<file path="src/rtl/seq_bit_feeder.sv">
// seq_bit_feeder: parallel-to-serial feeder for a serial sequence detector.
// Accepts WIDTH-bit words over valid/ready and double-buffers them: one
// shift register plus one holding register. Emits one bit per clock with a
// qualifying strobe. Back-to-back words give a gap-free bitstream.
//
// Ports:
//   clk, rst        clock (rising edge), async active-low reset
//   clr             sync clear of shifter and holding register (keeps words_sent)
//   s_data/s_valid  input word and its valid
//   s_ready         word can be accepted (= holding register empty)
//   msb_first       bit order, sampled when a word enters the shifter
//   bit_out         serial bit (registered)
//   bit_valid       bit_out carries a data bit (registered)
//   busy            shifter or holding register occupied
//   words_sent      count of fully emitted words, wraps
module seq_bit_feeder #(
  parameter int WIDTH = 8
) (
  input  logic             clk,
  input  logic             rst,
  input  logic             clr,
  input  logic [WIDTH-1:0] s_data,
  input  logic             s_valid,
  output logic             s_ready,
  input  logic             msb_first,
  output logic             bit_out,
  output logic             bit_valid,
  output logic             busy,
  output logic [15:0]      words_sent
);

  localparam int CW = (WIDTH > 1) ? $clog2(WIDTH) : 1;
  localparam logic [CW-1:0] LAST = CW'(WIDTH - 1);

  typedef enum logic {IDLE = 1'b0, SHIFT = 1'b1} state_t;

  state_t           state_q;
  logic [WIDTH-1:0] sh_q;
  logic [WIDTH-1:0] hold_q;
  logic             hold_full_q;
  logic [CW-1:0]    cnt_q;
  logic [15:0]      words_sent_q;
  logic             bit_out_q;
  logic             bit_valid_q;

  // Put the word into emit order: the bit to send first lands at index 0,
  // so the shifter always shifts right regardless of msb_first.
  function automatic logic [WIDTH-1:0] emit_order(input logic [WIDTH-1:0] w,
                                                  input logic msb);
    logic [WIDTH-1:0] r;
    for (int i = 0; i < WIDTH; i++) r[i] = msb ? w[WIDTH-1-i] : w[i];
    return r;
  endfunction

  logic             last_bit;
  logic             accept;
  logic             load_hold;
  logic             load_new;
  logic [WIDTH-1:0] load_word;

  assign last_bit  = (state_q == SHIFT) && (cnt_q == LAST);
  assign accept    = s_valid && !hold_full_q;
  // Holding register has priority at the last-bit edge; s_ready is low then,
  // so an accept and a hold drain never coincide.
  assign load_hold = last_bit && hold_full_q;
  assign load_new  = accept && ((state_q == IDLE) || last_bit);
  assign load_word = emit_order(load_hold ? hold_q : s_data, msb_first);

  always_ff @(posedge clk or negedge rst) begin
    if (!rst) begin
      state_q      <= IDLE;
      sh_q         <= '0;
      hold_q       <= '0;
      hold_full_q  <= 1'b0;
      cnt_q        <= '0;
      words_sent_q <= '0;
      bit_out_q    <= 1'b0;
      bit_valid_q  <= 1'b0;
    end else if (clr) begin
      state_q     <= IDLE;
      hold_full_q <= 1'b0;
      cnt_q       <= '0;
      bit_out_q   <= 1'b0;
      bit_valid_q <= 1'b0;
    end else begin
      if (last_bit) words_sent_q <= words_sent_q + 16'd1;

      if (load_hold || load_new) begin
        sh_q        <= load_word;
        cnt_q       <= '0;
        state_q     <= SHIFT;
        bit_out_q   <= load_word[0];
        bit_valid_q <= 1'b1;
      end else if (last_bit) begin
        state_q     <= IDLE;
        cnt_q       <= '0;
        bit_out_q   <= 1'b0;
        bit_valid_q <= 1'b0;
      end else if (state_q == SHIFT) begin
        sh_q      <= sh_q >> 1;
        cnt_q     <= cnt_q + CW'(1);
        bit_out_q <= sh_q[1];
      end

      if (load_hold) begin
        hold_full_q <= 1'b0;
      end else if (accept && !load_new) begin
        hold_q      <= s_data;
        hold_full_q <= 1'b1;
      end
    end
  end

  assign s_ready    = !hold_full_q;
  assign busy       = (state_q == SHIFT) || hold_full_q;
  assign bit_out    = bit_out_q;
  assign bit_valid  = bit_valid_q;
  assign words_sent = words_sent_q;

endmodule

</file>
<file path="config.mk">
export PLATFORM = sky130hd
export DESIGN_NAME = seq_bit_feeder
export DESIGN_NICKNAME = d
export VERILOG_FILES = /design/src/rtl/seq_bit_feeder.sv
export SDC_FILE = /design/constraint.sdc
export NUM_CORES = 1
export LEC_CHECK = 0
export ABC_AREA = 0
export CAP_MARGIN = 30
export CORE_MARGIN = 2
export CORE_UTILIZATION = 44
export DETAILED_ROUTE_END_ITERATION = 10
export PLACE_DENSITY = 0.68
export RECOVER_POWER = 100
export REMOVE_ABC_BUFFERS = 1
export SLEW_MARGIN = 25
export SYNTH_ARGS = -nofsm -noshare
export SYNTH_HDL_FRONTEND = slang
export SYNTH_SLANG_ARGS = --single-unit
</file>
<file path="constraint.sdc">
create_clock -name clk -period 5.2 [get_ports clk]
set_clock_uncertainty 0.15 [all_clocks]
set_input_delay 0.78 -clock clk [delete_from_list [all_inputs] [get_ports clk]]
set_output_delay 0.78 -clock clk [all_outputs]
set_load 0.01 [all_outputs]
</file>
==> reports/qor.csv, run 1 <==
stage;metric;value;unit
worst_setup_path;cp.arrival;3200;ps
sta;rsz0062_at_grt;false;
sta;timing.setup.tns;0;ps
clocking;cts_setup_buffers;0;
run;maxCapViolations;3;
logic_synthesis;netlist_instances;158;
cells_and_area;layout-drive-gt1-share;11.86;%
clocking;clkTransAtPathRegs;70;ps
worst_setup_path;r2r_setup_slack;2310;ps
detailed_routing;post_drt_wl_per_cell;14.76;um
floorplan;rows;24;
clocking;tritoncts;built;
grt;antenna_found_initial;0;
grt;grt_use_total;15.83;%
floorplan;coreArea;4324;sq um
detailed_routing;routed.top_layer;met4;
logic_synthesis;synth-seq-cells;37;
floorplan;die-area;5000;sq um
detailed_routing;num_vias;1309;
logic_synthesis;synth_top_cell_by_area;dfrtp_1;
min_path;hp-class;reg2reg;
clocking;ctsResizeCount;0;
placed_design;gp_congestion;0.7617;
cells_and_area;fin_nets;209;
logic_synthesis;yosys.area.top_type_share;47.28;%
pwr;peakVddDrop;0.0001600;V
detailed_routing;wl;3631;um
worst_setup_path;critPathCaptureType;flip-flop;
clocking;hold_buffers;0;
logic_synthesis;synthTopCellsByArea;dfrtp_1, mux4_1, mux2_2, xnor2_1, nand2_1;
worst_setup_path;path_cells;dlygate4sd3_1 -> nand2b_1 -> nor4_1 -> mux2_2;
detailed_routing;wl_met3;100;um
grt;grt_pass1_vias;1361;
logic_synthesis;synth_area;1958;sq um
detailed_routing;wl_met1;1676;um
clocking;cts_buffers;5;
sta;setup-violations-final;0;
floorplan;initial_core_util;45.28;%
sta;period_minus_slack;3187;ps
grt;grt_max_degree;38;
sta;relSlewSlack;-29.61;%
sta;report.final.slew_viol_count;63;
detailed_routing;firstDrtPassIters;4;
floorplan;ios;33;
status;violations;capacitance limit, slew limit;
grt;grt_first_pass_wirelength;6279;um
clocking;worstSkewPairLatency;290;ps
placed_design;hpwl;2676;um
detailed_routing;met2_length;1812;um
detailed_routing;ant_nets;0;
worst_setup_path;slowest_stage;nor4_1;
pwr;p_per_area;291.8;nW/um^2
logic_synthesis;synth_area_per_cell;12.39;sq um
clocking;clockBufferDepth;2;
logic_synthesis;ys_types;42;
logic_synthesis;yosys_warnings;0;
detailed_routing;first_iter_violations;78;
placed_design;numPortBuffers;32;
worst_setup_path;cp_max_fo;8;
pwr;leakage;1.067;nW
sta;period_share;61.29;%
cells_and_area;area_delta_synth_final;19.81;%
worst_setup_path;max_stage_delay;1190;ps
cells_and_area;final_cell_area;2346;sq um
grt;grt_overflow_total;0;
detailed_routing;viasPerCell;5.321;
floorplan;die_h;70.71;um
cells_and_area;n_fill_cell;371;
cells_and_area;antennaDiodeCount;0;
status;status;complete, but fails checks;
floorplan;die_width;70.71;um
placed_design;dpl_cell_area;2316;sq um
clocking;clockRootBuffer;clkbuf_8;
clocking;clock-sinks;37;
worst_setup_path;worstSetupStartpointType;input port;
clocking;cts-htree-levels;2;
worst_setup_path;critPathKind;in2reg;
sta;finalHoldViolations;0;
detailed_routing;drc;0;
worst_setup_path;cp.required;5220;ps
sta;timing.fmax;313.8;MHz
logic_synthesis;synth-seq-area-share;47.28;%
sta;worst-slew-pin-transition;1944;ps
==> cell families (layout without fill, tap and decap cells) <==
family / count (synthesis) / after routing / synth area share (%)
AO/OA/AOI/OAI: 15 / 15 / 6.198
XOR/XNOR: 15 / 15 / 6.709
adder cells (fa/ha/maj): 3 / 3 / 1.917
buffers and inverters: 14 / 50 / 3.514
flip-flops: 37 / 37 / 47.28
multiplexers: 18 / 18 / 16.23
AND/OR/NAND/NOR: 56 / 56 / 18.15
==> final cells by class <==
type / instances / area [sq um] / area share [%]
clock buffers: 7 / 86.33 / 3.680
clock inverters: 1 / 30.03 / 1.280
inverters: 9 / 33.78 / 1.440
multi-input cells: 107 / 880.8 / 37.55
flip-flops and latches: 37 / 925.9 / 39.47
well taps: 52 / 65.06 / 2.773
repair buffers: 33 / 324.1 / 13.81
==> stage by stage <==
step	setup slack, ps	hold WS [ps]	total power [mW]	instances	utilization, %
6_report	2013	339.2	0.6845	246	54.25
5_1_grt	1844	351.7	0.7181	246	54.25
4_1_cts	2709	352.3	0.6995	246	56.25
3_5_place_dp	2421	339.7	0.4433	238	53.56
3_3_place_gp	2514	308.9	0.4367	238	53.56
2_1_floorplan	3227	334.4	0.4039	153	-
==> routing by layer <==
layer | GRT usage, % | vias up
met1 | 21.09 | 656
li1 | - | 631
met4 | 5.870 | 0
met5 | 0 | -
met3 | 3.419 | 5
met2 | 25.65 | 17
==> flip-flops by register name, summed over array words and instances, names as in the netlist <==
signal and flops:
bit_out 1, hold_q 8, cnt_q 3, hold_full_q 1, sh_q 7, words_sent 16
bit_valid 1
==> worst max-delay path: cells and delay by family <==
family	cells	cell delay, ps
buffers and inverters	1	630
multiplexers	1	440
AND/OR/NAND/NOR	2	1350
==> report_power, final <==
group	total, mW	switching (mW)	internal (mW)	leakage, nW
Sequential	0.339	0.0197	0.319	0.460
Combinational	0.0921	0.0378	0.0543	0.548
Clock	0.254	0.0974	0.156	0.0585
Total	0.685	0.155	0.530	1.07
==> worst paths after layout <==
kind | start | endpoint | depth (start not counted)
max reg2reg | cnt_q[0]$_DFFE_PN0P_ | hold_q[5]$_DFFE_PN0P_ | 4
min | words_sent[13]$_DFFE_PN0P_ | words_sent[13]$_DFFE_PN0P_ | 1
max | s_valid | hold_q[5]$_DFFE_PN0P_ | 4
min in group asynchronous | rst | bit_valid$_DFFE_PN0P_ | 2
min reg2reg | words_sent[13]$_DFFE_PN0P_ | words_sent[13]$_DFFE_PN0P_ | 1
max in group asynchronous | rst | hold_q[1]$_DFFE_PN0P_ | 2
==> placed cells by master, fill, tap and decap left out, types with 2 or more instances in the layout <==
| master | n |
|---|---|
| a31oi_1 | 6 |
| nor2_1 | 14 |
| ha_1 | 3 |
| xnor2_1 | 8 |
| dlygate4sd3_1 | 23 |
| xor2_1 | 7 |
| mux2_2 | 9 |
| mux4_1 | 7 |
| a22oi_1 | 2 |
| inv_2 | 2 |
| nand4_1 | 3 |
| nand2b_1 | 3 |
| clkbuf_1 | 2 |
| nor4_1 | 2 |
| clkbuf_8 | 6 |
| nand3_1 | 3 |
| inv_1 | 7 |
| dfrtp_1 | 37 |
| nor3_1 | 4 |
| a21oi_1 | 2 |
| nand2_1 | 18 |
| a211oi_1 | 2 |
| clkdlybuf4s50_1 | 9 |
==> cell usage after synthesis, drive strengths merged <==
library cell / count
dfrtp: 37
nand2: 18
nor2: 14
inv: 9
mux2: 9
mux4: 8
xnor2: 8
xor2: 7
a31oi: 6
buf: 4
nand3: 4
nor3: 4
a21oi: 3
ha: 3
nand2b: 3
nand4: 3
a211oi: 2
a22oi: 2
nor4: 2
a32o: 1
and2: 1
and2b: 1
and3: 1
and3b: 1
clkbuf: 1
mux2i: 1
nand3b: 1
nor2b: 1
nor3b: 1
o21ai: 1
or3: 1
No activity file was read; power rests on OpenSTA's default activity.
==> run 2, diff against run 1 <==
--- a/config.mk
+++ b/config.mk
@@ -10,7 +10,7 @@
 export CORE_MARGIN = 2
 export CORE_UTILIZATION = 44
 export DETAILED_ROUTE_END_ITERATION = 10
-export PLACE_DENSITY = 0.68
+export PLACE_DENSITY = 0.71
 export RECOVER_POWER = 100
 export REMOVE_ABC_BUFFERS = 1
 export SLEW_MARGIN = 25
==> constraint.sdc (replaced) <==
create_clock -name clk -period 2.8 [get_ports clk]
set_clock_uncertainty 0.15 [all_clocks]
set_input_delay 0.42 -clock clk [delete_from_list [all_inputs] [get_ports clk]]
set_output_delay 0.42 -clock clk [all_outputs]
set_load 0.01 [all_outputs]
==> run 2 against run 1 <==
Net effect:
- the run now ends clean
- first-iteration DRC count increased by 64%
- cell count unchanged
- wire length increased by 1.3%
- non-clock buffer count unchanged
- hold slack got worse by 8.7 ps
- critical path type is now reg2reg
- critical endpoint is now hold_q[7]$_DFFE_PN0P_
- largest cell class unchanged
- highest routed layer unchanged
==> reports/qor.csv, run 2 (synthesis gave the netlist of run 1 again) <==
stage;metric;value;unit
status;status;finished, final reports clean;
cells_and_area;layout-drive-gt1-share;13.92;%
cells_and_area;antennaDiodeCount;0;
floorplan;die_h;70.71;um
sta;timing.fmax;422.4;MHz
detailed_routing;drc;0;
pwr;p_per_area;571.6;nW/um^2
sta;worst-slew-pin-transition;893.2;ps
cells_and_area;seqCellArea;925.9;sq um
placed_design;gp_congestion;0.7251;
pwr;leakage;1.084;nW
sta;timing.setup.tns;0;ps
floorplan;die_width;70.71;um
worst_setup_path;cp_max_fo;8;
grt;grt_max_degree;38;
pwr;peakVddDrop;0.0003073;V
grt;grt_pass1_vias;1339;
clocking;cts_buffers;5;
floorplan;coreArea;4324;sq um
sta;period_minus_slack;2367;ps
placed_design;hpwl;2671;um
run;maxCapViolations;0;
clocking;tritoncts;built;
floorplan;ios;33;
min_path;hp-class;reg2reg;
detailed_routing;num_vias;1314;
sta;relSlewSlack;40.46;%
detailed_routing;first_iter_violations;128;
grt;antenna_found_initial;0;
floorplan;rows;24;
worst_setup_path;cp.arrival;2390;ps
clocking;clkTransAtPathRegs;80;ps
cells_and_area;final_common_cell;dfrtp_1;
sta;report.final.slew_viol_count;0;
detailed_routing;post_drt_wl_per_cell;14.96;um
sta;period_share;84.55;%
floorplan;initial_core_util;45.28;%
cells_and_area;n_fill_cell;369;
grt;grt_first_pass_wirelength;6354;um
clocking;ctsResizeCount;0;
clocking;worstSkewPairLatency;290;ps
worst_setup_path;cp.required;2820;ps
clocking;hold_buffers;0;
worst_setup_path;critPathKind;reg2reg;
placed_design;numPortBuffers;32;
cells_and_area;area_delta_synth_final;21.85;%
floorplan;die-area;5000;sq um
cells_and_area;largest_reg_flops;16;
clocking;cts-htree-levels;2;
cells_and_area;fin_nets;209;
clocking;clockRootBuffer;clkbuf_8;
grt;grt_use_total;16.31;%
detailed_routing;viasPerCell;5.341;
sta;setup-violations-final;0;
grt;grt_overflow_total;0;
clocking;clockBufferDepth;2;
cells_and_area;final_cell_mix;dfrtp_1, dlygate4sd3_1, nand2_1, nor2_1, clkdlybuf4s50_1;
clocking;clock-sinks;37;
detailed_routing;ant_nets;0;
cells_and_area;multi_input_area;898.4;sq um
sta;finalHoldViolations;0;
sta;rsz0062_at_grt;false;
detailed_routing;firstDrtPassIters;4;
detailed_routing;wl;3679;um
sta;hold_ws;330.5;ps
worst_setup_path;critPathCaptureType;flip-flop;
worst_setup_path;worstSetupStartpointType;flip-flop;
clocking;cts_setup_buffers;0;
==> run 2: path summary, 6_finish.rpt <==
path | startpoint | to | slack, ps | depth (start not counted)
worst min register to register | words_sent[15]$_DFFE_PN0P_ | words_sent[15]$_DFFE_PN0P_ | 330 | 1
worst max-delay path | cnt_q[0]$_DFFE_PN0P_ | hold_q[7]$_DFFE_PN0P_ | 430 | 4
min in group asynchronous | rst | hold_q[1]$_DFFE_PN0P_ | 640 | 2
worst min-delay path | words_sent[15]$_DFFE_PN0P_ | words_sent[15]$_DFFE_PN0P_ | 330 | 1
max in group asynchronous | rst | sh_q[2]$_DFFE_PN0P_ | 1310 | 2
worst max register to register | cnt_q[0]$_DFFE_PN0P_ | hold_q[7]$_DFFE_PN0P_ | 430 | 4
==> run 2: worst max-delay path, stage by stage (launching register included) <==
cell and delay [ps]:
dfrtp_1 400, ha_1 200, ha_1 280, nor4_2 800, mux2_2 420
==> run 2: metrics by stage <==
step | utilization, % | instance area, sq um | power (mW) | instances | setup slack (ps)
2_1_floorplan | - | 1923 | 0.7501 | 153 | 827.2
3_3_place_gp | 53.56 | 2316 | 0.8117 | 238 | 457.1
3_5_place_dp | 53.56 | 2316 | 0.8259 | 238 | 395.8
4_1_cts | 56.74 | 2454 | 1.382 | 246 | 615.2
5_1_grt | 55.18 | 2386 | 1.432 | 246 | 285.9
6_report | 55.18 | 2386 | 1.364 | 246 | 432.6
==> run 2: routing by layer <==
metal  global-route usage, %  part of all wire, %  vias up
met2                   27.21                   51       22
met4                   6.499                  1.4        0
met1                   20.60                   45      653
met5                       0                    0        -
li1                        -                    -      635
met3                   3.846                  2.5        4
==> run 2: final cells by class <==
type                            instances  share of cell area [%]
Timing Repair Buffer                   33                   13.63
Sequential cell                        37                   38.80
Tap cell                               52                   2.727
Clock buffer                            5                   2.884
Clock inverter                          3                   2.884
Inverter                                9                   1.416
Multi-Input combinational cell        107                   37.65
==> run 2: power breakdown <==
| part | switching (mW) | internal, mW | total, mW |
|---|---|---|---|
| logic | 0.0718 | 0.103 | 0.175 |
| registers | 0.0403 | 0.592 | 0.633 |
| clock network | 0.198 | 0.359 | 0.557 |
| total | 0.310 | 1.05 | 1.36 |
